**config.mk**
```make
export PLATFORM = sky130hd
export DESIGN_NAME = i2c_edge_detect
export DESIGN_NICKNAME = d
export VERILOG_FILES = /design/src/rtl/i2c_edge_detect.sv
export SDC_FILE = /design/constraint.sdc
export NUM_CORES = 1
export LEC_CHECK = 0
export CORE_MARGIN = 2
export CORE_UTILIZATION = 46
export CTS_BUF_LIST = sky130_fd_sc_hd__clkbuf_8
export CTS_CLUSTER_SIZE = 30
export DETAILED_ROUTE_END_ITERATION = 10
export PLACE_DENSITY = 0.71
export REMOVE_ABC_BUFFERS = 1
export SYNTH_ARGS = -nofsm -noshare
export SYNTH_HDL_FRONTEND = slang
export SYNTH_SLANG_ARGS = --single-unit
```
**constraint.sdc**
```tcl
create_clock -name clk -period 1.3 [get_ports clk]
set_clock_uncertainty 0.05 [all_clocks]
set_input_delay 0.195 -clock clk [delete_from_list [all_inputs] [get_ports clk]]
set_output_delay 0.195 -clock clk [all_outputs]
set_load 0.01 [all_outputs]
```
**src/rtl/i2c_edge_detect.sv**
```systemverilog
// Multi-channel input synchroniser with glitch filter and edge pulses.
// Each channel runs its own sync chain, stability counter and pulse logic.

module i2c_edge_lane #(
  parameter int   SYNC_STAGES = 2,
  parameter int   FILTER_LEN  = 3,
  parameter logic INIT_LEVEL  = 1'b1
) (
  input  logic clk,
  input  logic rst,
  input  logic in,
  output logic level,
  output logic lh,
  output logic hl,
  output logic lh_nx,
  output logic hl_nx
);
  localparam int CW = $clog2(FILTER_LEN + 1);
  localparam logic [CW-1:0] CMAX = CW'(FILTER_LEN - 1);

  typedef enum logic {IDLE, PENDING} st_t;

  logic [SYNC_STAGES-1:0] sync_q;
  logic                   s;
  st_t                    st, st_nx;
  logic [CW-1:0]          cnt, cnt_nx;
  logic                   diff, accept, level_nx;

  always_ff @(posedge clk or posedge rst) begin
    if (rst) sync_q <= {SYNC_STAGES{INIT_LEVEL}};
    else     sync_q <= {sync_q[SYNC_STAGES-2:0], in};
  end

  assign s      = sync_q[SYNC_STAGES-1];
  assign diff   = (s != level);
  assign accept = diff && (cnt == CMAX);

  always_ff @(posedge clk or posedge rst) begin
    if (rst) begin
      st    <= IDLE;
      cnt   <= '0;
      level <= INIT_LEVEL;
      lh    <= 1'b0;
      hl    <= 1'b0;
    end else begin
      st    <= st_nx;
      cnt   <= cnt_nx;
      level <= level_nx;
      lh    <= lh_nx;
      hl    <= hl_nx;
    end
  end

  // Any reversion or acceptance drops back to IDLE with the counter cleared.
  always_comb begin
    st_nx  = IDLE;
    cnt_nx = '0;
    if (diff && !accept) begin
      st_nx  = PENDING;
      cnt_nx = (st == PENDING) ? cnt + 1'b1 : CW'(1);
    end
  end

  always_comb begin
    level_nx = accept ? s : level;
    lh_nx    = accept &  s;
    hl_nx    = accept & ~s;
  end
endmodule

module i2c_edge_detect #(
  parameter int   WIDTH       = 2,
  parameter int   SYNC_STAGES = 2,
  parameter int   FILTER_LEN  = 3,
  parameter logic INIT_LEVEL  = 1'b1
) (
  input  logic             clk,
  input  logic             rst,
  input  logic [WIDTH-1:0] in,
  output logic [WIDTH-1:0] level,
  output logic [WIDTH-1:0] low_high_trans,
  output logic [WIDTH-1:0] high_low_trans,
  output logic             any_trans
);
  logic [WIDTH-1:0] lh_nx, hl_nx;

  for (genvar i = 0; i < WIDTH; i++) begin : g_lane
    i2c_edge_lane #(
      .SYNC_STAGES(SYNC_STAGES),
      .FILTER_LEN (FILTER_LEN),
      .INIT_LEVEL (INIT_LEVEL)
    ) u_lane (
      .clk   (clk),
      .rst   (rst),
      .in    (in[i]),
      .level (level[i]),
      .lh    (low_high_trans[i]),
      .hl    (high_low_trans[i]),
      .lh_nx (lh_nx[i]),
      .hl_nx (hl_nx[i])
    );
  end

  // Built from the same next-state terms so it lands in the pulse cycle.
  always_ff @(posedge clk or posedge rst) begin
    if (rst) any_trans <= 1'b0;
    else     any_trans <= |(lh_nx | hl_nx);
  end
endmodule

```
==> summary.txt <==
Layout
  • N_diodes: 0
  • Util after Layout: around three fifths
  • Layout Area Growth over Synthesis: 21.1%
  • Fraction of layout cells with a size suffix above 1: 23.3%
  • Final nets: 67

STA
  • Worst Tran Pin Value: around 0.38 ns
  • Unrepaired setup endpoints after global routing: no
  • Min Tclk post-route: 1.24 ns
  • Post-route worst setup slack: 0.0550 ns
  • Fmax: between 800 and 900 MHz
  • Final Slew Violations: 0
  • Final hold vios: 0
  • Slew margin rel.: around three quarters
  • Final Setup Violations: 0
  • Tcrit/Tclk final: a little over nine tenths
  • Setup_tns: 0 ns

GRT
  • Remaining global-route overflow: 0
  • Largest net degree at the start of global routing: 18
  • Vias in the first global route: a little over 300
  • First-pass GRT wire length: ~1.3 mm
  • Initial antenna violation count: 0
  • GRT Util Overall: around an eighth

Yosys
  • Area contributors post-synth: dfrtp_1 (43%), dfstp_2 (25%), buf_4 (7.0%)
  • Flops & latches, synth: 17
  • Post-Synth Simple-Gate Area: 9.77%
  • Syn Area/Cell: around 13 µm²
  • Post-Syn Instances: 49
  • Commonest cells in the netlist: dfrtp_1 (11), inv_1 (7), buf_4 (6), dfstp_2 (6), nor2_1 (4)
  • Xor-xnor portion of the synthesized cell area: around 2.7%
  • Count leader, synth: dfrtp_1
  • Synth Area in Compound Gates: under 10%
  • Post-synth EDFFs: 0
  • Sequential share of the synthesized area: between 60 and 70%
  • Mux contribution to synthesized area: 0%
  • Ys flop type: dfrtp_1
  • Post-Synth Adder-Cell Area: under 10%
  • Syn Std Cell Area: 641 µm²
  • Synth async-reset ratio: between 90% and 100%
  • Synth warn: 0
  • Area share of the largest cell type after synthesis: 43.0%
  • Leading area contributor after synthesis: dfrtp_1
  • Count of cell types in the netlist: 13
  • Largest family of logic cells by synthesized area: buffers and inverters

Setup path
  • Slowest stage cell on the critical path: dfstp_2
  • CP Cell Sequence: clkdlybuf4s15_1
  • Largest delay contributor family on the critical path: flip-flops
  • Worst Path Max Fanout: 2
  • CP Buf/Inv Count: 1
  • Type of origin of the critical path: flip-flop
  • Crit path kind: reg -> out
  • Critical Path AT: 1.00 ns
  • Critical Path Sink Type: output pin
  • Critical Path RT: ~1.1 ns
  • Worst path max stage delay: 0.53 ns

CTS
  • Worst-path clk slew: around 0.060 ns
  • TritonCTS Sinks: 17
  • Clk_lat worst skew: roughly 0.24 ns
  • CTS HTree Levels: 1
  • CTS tree: done
  • Root Driver: clkbuf_8
  • Clock Path Buffers: 2
  • CTS buffer count: 3

Drt
  • Via count: 360
  • Drt first-iter violations: 7
  • Drt total wl: between 700 and 800 µm
  • DRC Markers: 0
  • Final ANT Viol Nets: 0
  • Via-per-instance ratio: ~4.8
  • DR WL/cell: about 10 µm
  • DRT Pass-1 Iters: 4

Power and ir drop
  • Peak VDD IR: about 1100 µV
  • Pwr Density: between 2000 and 2500 mW/mm²
  • Leak Pwr: about 0.38 nW

Place
  • Number of port buffers: 10
  • Detailed placement HPWL: 556 µm
  • GPL Wtd Cong: around 0.71
  • Placement Setup Slack: 0.0156 ns

Outcome
  • Status: completed

Run
  • MaxCap Viol Count: 0

Die
  • Starting Density: between 40% and 50%
  • Die W: approximately 41 µm
  • Die Y: between 40 and 50 µm
  • Site row count: 13
  • CORE AREA: 0.00130 mm²
  • Ports: 11
  • Die area: around 0.0017 mm²

Worst hold path
  • Hold Crit Class: in -> async
-- power by group --
group          internal, mW  total (mW)  switching (mW)
clock                 0.209       0.367           0.159
sequential            0.696       0.751          0.0551
combinational         0.228       0.466           0.238
total                  1.13        1.58           0.452
-- final cells by class --
| cell class | count | area (µm²) |
|---|---|---|
| clock buffers | 3 | 41.3 |
| clock inverters | 1 | 3.75 |
| fillers | 114 | 526 |
| inverters | 7 | 26.3 |
| multi-input cells | 19 | 136 |
| flip-flops and latches | 17 | 433 |
| well taps | 15 | 18.8 |
| repair buffers | 13 | 116 |
-- per-layer routing --
layer  global-route usage (%)  wire length [µm]
met1                     15.3               327
met2                     17.6               361
met5                        0                 0
met4                     7.26                12
met3                     4.79                48
-- what timing repair did --
item,in CTS,in global routing
hold buffers,0,0
buffers inserted,0,0
setup endpoints to repair,7,2
resized for setup,7,2
endpoints found under the hold margin,0,0
gates cloned,0,0
pin swaps,0,0
-- kinds of logic (layout without fill, tap and decap cells) --
| kind of cell | after synthesis | count (layout) |
|---|---|---|
| compound gates | 5 | 5 |
| xor+xnor | 2 | 2 |
| fa+ha+maj | 2 | 2 |
| buf+inv | 13 | 24 |
| flops | 17 | 17 |
| simple gates | 10 | 10 |
-- metrics by stage --
stage	instance area, µm²	hold slack (ns)	power (mW)	cells
6_report	776	0.197	1.58	75
5_1_grt	776	0.223	1.70	75
4_1_cts	773	0.200	1.60	75
3_5_place_dp	737	0.299	1.26	71
3_3_place_gp	737	0.296	1.25	71
2_1_floorplan	596	0.0667	1.06	43
-- path summary, 6_finish.rpt --
path / start / end / slack [ns] / cells past startpoint
setup reg to reg: g_lane[0].u_lane.level$_DFFE_PP1P_ / any_trans$_DFF_PP0_ / 0.14 / 3
max in group asynchronous: rst / g_lane[0].u_lane.level$_DFFE_PP1P_ / 0.76 / 3
setup / recovery: g_lane[1].u_lane.level$_DFFE_PP1P_ / level[1] / 0.06 / 1
hold / removal: rst / g_lane[1].u_lane.st$_DFF_PP0_ / 0.20 / 3
hold reg to reg: g_lane[1].u_lane.sync_q[0]$_DFF_PP1_ / g_lane[1].u_lane.sync_q[1]$_DFF_PP1_ / 0.31 / 0
min in group clk: in[0] / g_lane[0].u_lane.sync_q[0]$_DFF_PP1_ / 0.30 / 1
-- cell usage in the layout, fill, tap and decap left out --
cell type,n
dfrtp_1,11
inv_1,8
dfstp_2,6
dlygate4sd2_1,5
nor2_1,4
clkbuf_8,3
clkdlybuf4s50_1,3
buf_4,3
nand2_1,2
o21ai_0,2
nor3_1,2
xnor2_1,2
a211oi_1,2
nor4b_2,2
ha_1,2
clkdlybuf4s15_1,2
o22ai_1,1
-- flip-flops by register name (all words and copies together) (netlist names) --
name                  flops
g_lane.u_lane.sync_q      4
g_lane.u_lane.st          2
g_lane.u_lane.level       2
g_lane.u_lane.cnt         4
any_trans                 1
g_lane.u_lane.lh          2
g_lane.u_lane.hl          2
Note: power is estimated with default switching activity, not from simulation.
